## config.mk

```make
export PLATFORM = sky130hd
export DESIGN_NAME = seq_alu
export DESIGN_NICKNAME = d
export VERILOG_FILES = /design/src/rtl/seq_alu.sv
export SDC_FILE = /design/constraint.sdc
export NUM_CORES = 1
export LEC_CHECK = 0
export CELL_PAD_IN_SITES_DETAIL_PLACEMENT = 0
export CELL_PAD_IN_SITES_GLOBAL_PLACEMENT = 2
export CORE_MARGIN = 4
export CORE_UTILIZATION = 34
export CTS_CLUSTER_DIAMETER = 30
export DETAILED_ROUTE_END_ITERATION = 12
export GPL_TIMING_DRIVEN = 0
export PLACE_DENSITY_LB_ADDON = 0.12
export SYNTH_ARGS = -nofsm -noshare
export SYNTH_HDL_FRONTEND = slang
export SYNTH_SLANG_ARGS = --single-unit
```

## constraint.sdc

```tcl
create_clock -name clk -period 13.73 [get_ports clk]
set_input_delay 2.746 -clock clk [delete_from_list [all_inputs] [get_ports clk]]
set_output_delay 2.746 -clock clk [all_outputs]
set_load 0.05 [all_outputs]
```

## src/rtl/seq_alu.sv

```systemverilog
// seq_alu: registered MIPS ALU; MULTU/DIVU run as iterative shift-add / restoring ops.
// Define SEQ_ALU_MULDIV_EN to build the multi-cycle multiply/divide datapath.
module seq_alu #(
  parameter int WIDTH = 32,
  localparam int SFT_W = $clog2(WIDTH)
) (
  input  logic             clk,
  input  logic             rst_n,
  input  logic             start,
  input  logic [2:0]       con,
  input  logic [WIDTH-1:0] op1,
  input  logic [WIDTH-1:0] op2,
  input  logic [SFT_W-1:0] sft_amt,
  output logic             busy,
  output logic             done,
  output logic [WIDTH-1:0] result,
  output logic [WIDTH-1:0] result_hi,
  output logic             zero,
  output logic             div_by_zero
);

  logic [WIDTH-1:0] alu_res;
  logic             accept;
  logic [WIDTH-1:0] res_q, res_d;
  logic [WIDTH-1:0] hi_q, hi_d;
  logic             zero_q, zero_d;
  logic             done_q, done_d;

  always_comb begin
    alu_res = '0;
    case (con)
      3'd0:    alu_res = op1 + op2;
      3'd1:    alu_res = op1 - op2;
      3'd2:    alu_res = op1 & op2;
      3'd3:    alu_res = op1 | op2;
      3'd4:    alu_res = op2 << sft_amt;
      3'd5:    alu_res = op2 >> sft_amt;
      default: alu_res = '0;
    endcase
  end

`ifdef SEQ_ALU_MULDIV_EN
  localparam int CNT_W = SFT_W + 1;
  localparam logic [0:0] IDLE = 1'b0;
  localparam logic [0:0] RUN  = 1'b1;

  logic [0:0]       state_q, state_d;
  logic [CNT_W-1:0] cnt_q, cnt_d;
  logic [WIDTH-1:0] acc_hi_q, acc_hi_d;
  logic [WIDTH-1:0] acc_lo_q, acc_lo_d;
  logic [WIDTH-1:0] dvs_q, dvs_d;
  logic             div_q, div_d;
  logic             dbz_q, dbz_d;
  logic [WIDTH:0]   mul_sum;
  logic [WIDTH:0]   div_sh;
  logic [WIDTH:0]   div_diff;
  logic [WIDTH-1:0] step_hi, step_lo;
  logic             is_iter;

  assign accept  = start && (state_q == IDLE);
  assign is_iter = con[2] & con[1];

  // One iteration: multiplier / dividend bits stream through acc_lo.
  always_comb begin
    mul_sum  = {1'b0, acc_hi_q}
             + (acc_lo_q[0] ? {1'b0, dvs_q} : '0);
    div_sh   = {acc_hi_q, acc_lo_q[WIDTH-1]};
    div_diff = div_sh - {1'b0, dvs_q};
    step_hi  = mul_sum[WIDTH:1];
    step_lo  = {mul_sum[0], acc_lo_q[WIDTH-1:1]};
    if (div_q) begin
      if (!div_diff[WIDTH]) begin
        step_hi = div_diff[WIDTH-1:0];
        step_lo = {acc_lo_q[WIDTH-2:0], 1'b1};
      end else begin
        step_hi = div_sh[WIDTH-1:0];
        step_lo = {acc_lo_q[WIDTH-2:0], 1'b0};
      end
    end
  end

  always_comb begin
    state_d  = state_q;
    cnt_d    = cnt_q;
    acc_hi_d = acc_hi_q;
    acc_lo_d = acc_lo_q;
    dvs_d    = dvs_q;
    div_d    = div_q;
    dbz_d    = dbz_q;
    res_d    = res_q;
    hi_d     = hi_q;
    zero_d   = zero_q;
    done_d   = 1'b0;
    if (accept) begin
      dbz_d = 1'b0;
      if (is_iter && con[0] && (op2 == '0)) begin
        res_d  = '1;
        hi_d   = op1;
        zero_d = 1'b0;
        dbz_d  = 1'b1;
        done_d = 1'b1;
      end else if (is_iter) begin
        state_d  = RUN;
        cnt_d    = '0;
        acc_hi_d = '0;
        acc_lo_d = op1;
        dvs_d    = op2;
        div_d    = con[0];
      end else begin
        res_d  = alu_res;
        hi_d   = '0;
        zero_d = (alu_res == '0);
        done_d = 1'b1;
      end
    end else if (state_q == RUN) begin
      acc_hi_d = step_hi;
      acc_lo_d = step_lo;
      cnt_d    = cnt_q + 1'b1;
      if (cnt_q == CNT_W'(WIDTH - 1)) begin
        state_d = IDLE;
        res_d   = step_lo;
        hi_d    = step_hi;
        zero_d  = (step_lo == '0);
        done_d  = 1'b1;
      end
    end
  end

  always_ff @(posedge clk) begin
    if (!rst_n) begin
      state_q  <= IDLE;
      cnt_q    <= '0;
      acc_hi_q <= '0;
      acc_lo_q <= '0;
      dvs_q    <= '0;
      div_q    <= 1'b0;
      dbz_q    <= 1'b0;
    end else begin
      state_q  <= state_d;
      cnt_q    <= cnt_d;
      acc_hi_q <= acc_hi_d;
      acc_lo_q <= acc_lo_d;
      dvs_q    <= dvs_d;
      div_q    <= div_d;
      dbz_q    <= dbz_d;
    end
  end

  assign busy        = (state_q == RUN);
  assign div_by_zero = dbz_q;
`else
  assign accept = start;

  always_comb begin
    res_d  = res_q;
    hi_d   = hi_q;
    zero_d = zero_q;
    done_d = 1'b0;
    if (accept) begin
      res_d  = alu_res;
      hi_d   = '0;
      zero_d = (alu_res == '0);
      done_d = 1'b1;
    end
  end

  assign busy        = 1'b0;
  assign div_by_zero = 1'b0;
`endif

  always_ff @(posedge clk) begin
    if (!rst_n) begin
      res_q  <= '0;
      hi_q   <= '0;
      zero_q <= 1'b0;
      done_q <= 1'b0;
    end else begin
      res_q  <= res_d;
      hi_q   <= hi_d;
      zero_q <= zero_d;
      done_q <= done_d;
    end
  end

  assign result    = res_q;
  assign result_hi = hi_q;
  assign zero      = zero_q;
  assign done      = done_q;

endmodule
```

==> impl_metrics.csv, run 1 <==
group,metric,value,unit
placement,routabilityCongestion,0.994,
routing,firstDrtPassIters,6,
placement,port_buffers,85,
cells_and_area,final_nets,1369,
power_and_ir_drop,pwr-share-comb,68.6,%
global_route,antenna_found_initial,0,
synth,synth_cells,1133,
sta,slew_headroom,4.02,%
cells_and_area,n_fill_cell,2561,
sta,min_period,8950,ps
clocking,postCtsSetupRepairBufs,0,
die,start_util,34.5,%
sta,tns,0,ps
placement,dp_hpwl,35800,um
global_route,grt_pass1_wl,62000,um
clocking,clk-insertion-delay-late,280,ps
cells_and_area,antenna_cells,0,
sta,hold_violations,0,
routing,via_per_inst,6.22,
synth,synth_area,0.00838,sq mm
sta,setup_ws,4780,ps
clocking,cts_repair_resize_count,0,
die,die_area,0.0272,sq mm
clocking,clkTransAtPathRegs,60,ps
sta,skew,0,ps
critical_path,arrival,9150,ps
power_and_ir_drop,p_sw_share,51.6,%
clocking,cts.sink_count,34,
power_and_ir_drop,p_int,348,uW
sta,final-setup-viol-count,0,
critical_path,required,13930,ps
sta,drv_slew,0,
global_route,grt_pass1_vias,9242,
synth,ys_ff_latch,34,
critical_path,max_stage_delay,670,ps
critical_path,endpoint_kind,"flip-flop",
sta,hold_slack,469,ps
cells_and_area,syn_to_final_growth,18.4,%
die,fp.dieH,165,um
global_route,grt_use_total,30.6,%
routing,wire_per_inst,27.4,um
placement,dpl_worst_slack,4710,ps
sta,worst_pin_slew,1430,ps
die,ioPinCount,143,
critical_path,crit_path_top_delay_cell,"clkbuf_1",
synth,ys_async_sr_fraction,0,%
clocking,clockBufferDepth,2,
global_route,grt-ovfl-total,0,
power_and_ir_drop,ir_worst_vdd,0.0000662,V
synth,synth_cell_types,91,
clocking,hold_buffers,0,
power_and_ir_drop,pwr-share-clk,16.0,%
power_and_ir_drop,p_switching,372,uW
hold_path,hold_path_class,"reg2reg",
power_and_ir_drop,p_leak,0.00385,uW
power_and_ir_drop,seqPwrFrac,15.4,%
die,row_count,57,
cells_and_area,fin_area,0.00993,sq mm
synth,avgSynthCellArea,7.40,sq um
cells_and_area,final_common_cell,"nor2_1",
cells_and_area,fin_util,40.8,%
clocking,cts_root_buffer,"clkbuf_16",
sta,fmax,0.112,GHz
job,cap_violations,0,
routing,drtIter0Drc,1025,
clocking,cts_tree,"built",
critical_path,cp_common_cell,"clkbuf_1",
sta,post-route-period-util,65.2,%
routing,antenna_left,0,
critical_path,crit_type,"in2reg",
synth,synthFlopType,"dfxtp_1",
run_status,run_status,"complete, no violations",
die,core,0.0243,sq mm
global_route,grt_max_degree,12,
power_and_ir_drop,power_density,72.5,mW/mm^2
routing,drc,0,
synth,ys_warn_count,0,
critical_path,crit_chain,"clkdlybuf4s50_1 -> clkbuf_1 -> nor2_1 -> buf_4 -> nand2_1 -> clkbuf_1 -> o21ai_0 -> xor2_1 -> ha_1 -> clkbuf_1 -> a21oi_1 -> o21a_1 -> o221ai_1 -> or3b_2 -> o221ai_1 -> nor3_1 -> a31oi_1 -> o211ai_1 -> nand4b_1 -> o32ai_2",
die,die_x,165,um
clocking,numCtsBuffers,5,
cells_and_area,most-common-layout-cells,"nor2_1, nand2_1, clkdlybuf4s50_1, clkbuf_1, a21oi_1",
critical_path,crit_fanout,10,
synth,ys_seq_area_share,8.12,%
clocking,cts_htree_levels,2,
sta,grt_setup_unrepaired,"no",
routing,vias,9856,
routing,drt-total-wl,43300,um
placement,placedInstanceArea,0.00977,sq mm
cells_and_area,layout-drive-gt1-share,11.2,%
synth,synth_edf_count,0,
critical_path,critPathLaunchType,"input port",
## cells in the mapped netlist (4+ instances only)
| cell type | count | area, sq um |
|---|---|---|
| nand2b_1 | 14 | 87.6 |
| and3_1 | 5 | 31.3 |
| a32oi_1 | 5 | 43.8 |
| nand3_1 | 14 | 70.1 |
| ha_1 | 34 | 425 |
| buf_1 | 6 | 22.5 |
| or2_2 | 5 | 31.3 |
| nor2_1 | 123 | 462 |
| o211a_1 | 4 | 40.0 |
| dfxtp_1 | 34 | 681 |
| clkbuf_1 | 81 | 304 |
| or3_1 | 9 | 56.3 |
| a22o_1 | 11 | 96.3 |
| nor3_1 | 35 | 175 |
| o22ai_1 | 20 | 125 |
| maj3_1 | 27 | 270 |
| nand2_1 | 96 | 360 |
| o31a_1 | 4 | 35.0 |
| inv_1 | 12 | 45.0 |
| nand4_1 | 21 | 131 |
| mux2_2 | 22 | 248 |
| a22oi_1 | 15 | 113 |
| xnor2_1 | 19 | 166 |
| mux4_2 | 24 | 541 |
| mux2i_1 | 60 | 601 |
| and2_1 | 9 | 56.3 |
| a211oi_1 | 34 | 255 |
| a221oi_1 | 14 | 123 |
| buf_6 | 4 | 45.0 |
| nor2b_1 | 10 | 62.6 |
| xor2_1 | 29 | 254 |
| a211o_1 | 8 | 70.1 |
| a21o_1 | 12 | 90.1 |
| o31ai_1 | 10 | 75.1 |
| mux4_1 | 5 | 131 |
| a21oi_1 | 79 | 395 |
| o21a_1 | 11 | 82.6 |
| o41ai_1 | 5 | 43.8 |
| buf_2 | 14 | 70.1 |
| buf_4 | 41 | 308 |
| o21ai_0 | 52 | 260 |
| o221ai_1 | 11 | 96.3 |
| o211ai_1 | 14 | 105 |
## state kept, by name, indices dropped and copies added, names as in the netlist
name and count:
result 32, done 1, zero 1
## power by group through the flow
stage                     combinational (uW)  clock (uW)  sequential, uW
after floorplan                          294           0             140
after global placement                   482           0             113
after detailed placement                 479           0             113
after CTS                                482         116             111
after global routing                     521         120             112
final                                    494         115             111
## final cells by class
class	instances	area, sq um	area share (%)
timing repair buffer	86	858	8.65
clock inverter	2	12.5	0.126
sequential	34	681	6.86
tap	324	405	4.08
clock buffer	6	139	1.40
inverter	13	48.8	0.492
multi-input combinational	969	6980	70.3
buffer	150	805	8.11
## worst paths after layout
check,from,endpoint,slack (ps),depth (start not counted)
max,con[2],zero,4780,20
min,result[30],result[30],470,2
max reg2reg,result[4],result[4],12920,2
min reg2reg,result[30],result[30],470,2
## kinds of logic after synthesis
family / Yosys count / share of synthesized area (%)
simple gates: 367 / 21.0
compound gates: 345 / 28.6
buf+inv: 163 / 10.2
mux: 113 / 18.5
fa+ha+maj: 62 / 8.54
xor+xnor: 48 / 5.02
flops: 34 / 8.12
other cells: 1 / 0.0447
## critical path, delay by kind of cell
kind,cells,cell delay [ps]
buffers and inverters,5,2340
AOI/OAI and AO/OA,8,2200
and+or+nand+nor,5,1380
adders and majority gates,1,290
xor gates and xnor gates,1,200
## per-layer routing
metal  track usage [%]  part of all wire [%]
met3              3.72                   7.4
met2              51.6                    47
met5                 0                     0
met1              42.0                    44
met4              6.58                   2.2
## metrics by stage
step | power [uW] | std cells
after global placement | 595 | 1575
after floorplan | 434 | 1166
after global routing | 752 | 1584
after CTS | 708 | 1584
after detailed placement | 592 | 1576
final | 720 | 1584
No activity file was read; power rests on OpenSTA's default activity.
==> run 2: changes to the inputs <==
--- a/config.mk
+++ b/config.mk
@@ -8,7 +8,7 @@
 export CELL_PAD_IN_SITES_DETAIL_PLACEMENT = 0
 export CELL_PAD_IN_SITES_GLOBAL_PLACEMENT = 2
 export CORE_MARGIN = 4
-export CORE_UTILIZATION = 34
+export CORE_UTILIZATION = 29
 export CTS_CLUSTER_DIAMETER = 30
 export DETAILED_ROUTE_END_ITERATION = 12
 export GPL_TIMING_DRIVEN = 0
==> constraint.sdc (replaced) <==
create_clock -name clk -period 7.4 [get_ports clk]
set_input_delay 1.48 -clock clk [delete_from_list [all_inputs] [get_ports clk]]
set_output_delay 1.48 -clock clk [all_outputs]
set_load 0.05 [all_outputs]
==> impl_metrics.csv, run 2 (synthesis gave the netlist of run 1 again) <==
group,metric,value,unit
critical_path,crit_type,"in2reg",
routing,drt-total-wl,44600,um
routing,via_per_inst,5.95,
run_status,run_status,"complete, no violations",
critical_path,critPathLaunchType,"input port",
cells_and_area,syn_to_final_growth,19.4,%
placement,placedInstanceArea,0.00984,sq mm
clocking,cts_tree,"built",
critical_path,cp-startpoint,"con[0]",
cells_and_area,final_nets,1369,
routing,firstDrtPassIters,5,
global_route,grt_pass1_wl,64700,um
critical_path,crit_fanout,10,
critical_path,cp_common_cell,"clkbuf_1",
power_and_ir_drop,p_leak,0.00386,uW
cells_and_area,fin_area,0.0100,sq mm
cells_and_area,multi_input_area,0.00698,sq mm
placement,routabilityCongestion,0.970,
routing,wire_per_inst,27.3,um
sta,min_period,7080,ps
clocking,cts.sink_count,34,
die,die_area,0.0317,sq mm
sta,grt_setup_unrepaired,"no",
critical_path,crit_path_top_delay_cell,"o31ai_1",
sta,post-route-period-util,95.7,%
cells_and_area,layout-drive-gt1-share,11.8,%
sta,drv_slew,0,
clocking,clk-insertion-delay-late,270,ps
global_route,antenna_found_initial,0,
clocking,clkTransAtPathRegs,60,ps
routing,vias,9750,
critical_path,endpoint_kind,"flip-flop",
power_and_ir_drop,ir_worst_vdd,0.0000815,V
cells_and_area,antenna_cells,0,
global_route,grt_max_degree,12,
sta,fmax,0.141,GHz
clocking,hold_buffers,0,
die,row_count,61,
cells_and_area,seqCellArea,681,sq um
global_route,grt_use_total,27.4,%
sta,hold_violations,0,
routing,antenna_left,0,
sta,slew_headroom,6.71,%
die,fp.dieH,178,um
critical_path,r2r-end,"result[4]",
cells_and_area,most-common-layout-cells,"nor2_1, nand2_1, clkdlybuf4s50_1, a21oi_1, clkbuf_1",
clocking,cts_htree_levels,2,
die,core,0.0282,sq mm
die,start_util,29.8,%
placement,dp_hpwl,36700,um
critical_path,max_stage_delay,660,ps
critical_path,arrival,7270,ps
routing,drc,0,
critical_path,crit_chain,"clkbuf_1 -> clkbuf_1 -> clkbuf_2 -> and2_1 -> clkbuf_1 -> nor2_1 -> xnor2_1 -> ha_1 -> nor2b_1 -> o31ai_1 -> a211oi_1 -> o21ai_1 -> o21ai_0 -> xor2_1 -> a211o_1 -> nor4_2 -> nand4b_1 -> o32ai_2",
cells_and_area,largest_reg_flops,32,
critical_path,required,7590,ps
die,ioPinCount,143,
clocking,cts_root_buffer,"clkbuf_16",
sta,final-setup-viol-count,0,
placement,port_buffers,85,
global_route,grt_pass1_vias,9476,
sta,worst_pin_slew,1380,ps
routing,drtIter0Drc,979,
clocking,numCtsBuffers,5,
sta,setup_ws,321,ps
critical_path,rrSetupSlack,6600,ps
critical_path,reg2regPathDepth,2,
global_route,grt-ovfl-total,0,
critical_path,crit_end,"zero",
cells_and_area,n_fill_cell,3048,
job,cap_violations,0,
hold_path,hold_path_class,"reg2reg",
sta,skew,0,ps
critical_path,r2r_start,"result[4]",
cells_and_area,final_common_cell,"nor2_1",
die,die_x,178,um
power_and_ir_drop,power_density,133,mW/mm^2
clocking,clockBufferDepth,2,
placement,dpl_worst_slack,-398,ps
run 2: critical path, delay by kind of cell:
kind                     cells  cell delay (ps)
AO/OA/AOI/OAI                6             2330
buffers and inverters        4             1790
XOR/XNOR                     2              360
adder cells (fa/ha/maj)      1              340
AND/OR/NAND/NOR              5              950
run 2: cell type report:
| cell class | count | area share, % |
|---|---|---|
| well taps | 378 | 4.73 |
| clock buffers | 6 | 1.39 |
| multi-input cells | 969 | 69.8 |
| clock inverters | 2 | 0.125 |
| repair buffers | 86 | 8.58 |
| flip-flops and latches | 34 | 6.80 |
| plain buffers | 150 | 8.11 |
| inverters | 13 | 0.488 |
run 2: worst min-delay path by stage:
stage | from | endpoint | depth (start not counted)
after floorplan | result[30] | result[30] | 2
after global placement | result[30] | result[30] | 2
after detailed placement | result[30] | result[30] | 2
after CTS | result[30] | result[30] | 2
after global routing | result[30] | result[30] | 2
final | result[30] | result[30] | 2
run 2: through the flow:
step                instances  util, %  hold WS (ps)  TNS (ps)  total power [uW]
floorplan                1166        -           690         0               805
global placement         1629     34.9           463     -1060              1110
detailed placement       1630     34.9           457      -984              1100
CTS                      1638     35.5           466         0              1320
global route             1638     35.5           484         0              1400
finish                   1638     35.5           465         0              1330
run 2: metal layers:
layer | GRT usage (%) | part of all wire, % | vias to the layer above
met5 | 0 | 0 | -
met4 | 6.51 | 2.3 | 0
met3 | 5.38 | 8.3 | 73
met2 | 45.1 | 46 | 471
met1 | 37.1 | 43 | 4744
li1 | - | - | 4462
run 2: timing repair:
action | in CTS | in global routing
buffers inserted | 0 | 0
resized for setup | 3 | 7
endpoints found under the setup margin | 2 | 2
run 2: report_power, final:
group / internal, uW / switching, uW
logic: 315 / 604
registers: 198 / 7.14
clock network: 133 / 75.2
total: 646 / 686
==> run 3: changes to the inputs <==
--- a/config.mk
+++ b/config.mk
@@ -13,6 +13,7 @@
 export DETAILED_ROUTE_END_ITERATION = 12
 export GPL_TIMING_DRIVEN = 0
 export PLACE_DENSITY_LB_ADDON = 0.12
+export SETUP_SLACK_MARGIN = 0.05
 export SYNTH_ARGS = -nofsm -noshare
 export SYNTH_HDL_FRONTEND = slang
 export SYNTH_SLANG_ARGS = --single-unit
==> results of run 3 <==
Same layout as run 2: the final DEF is identical, and so are final timing and power.
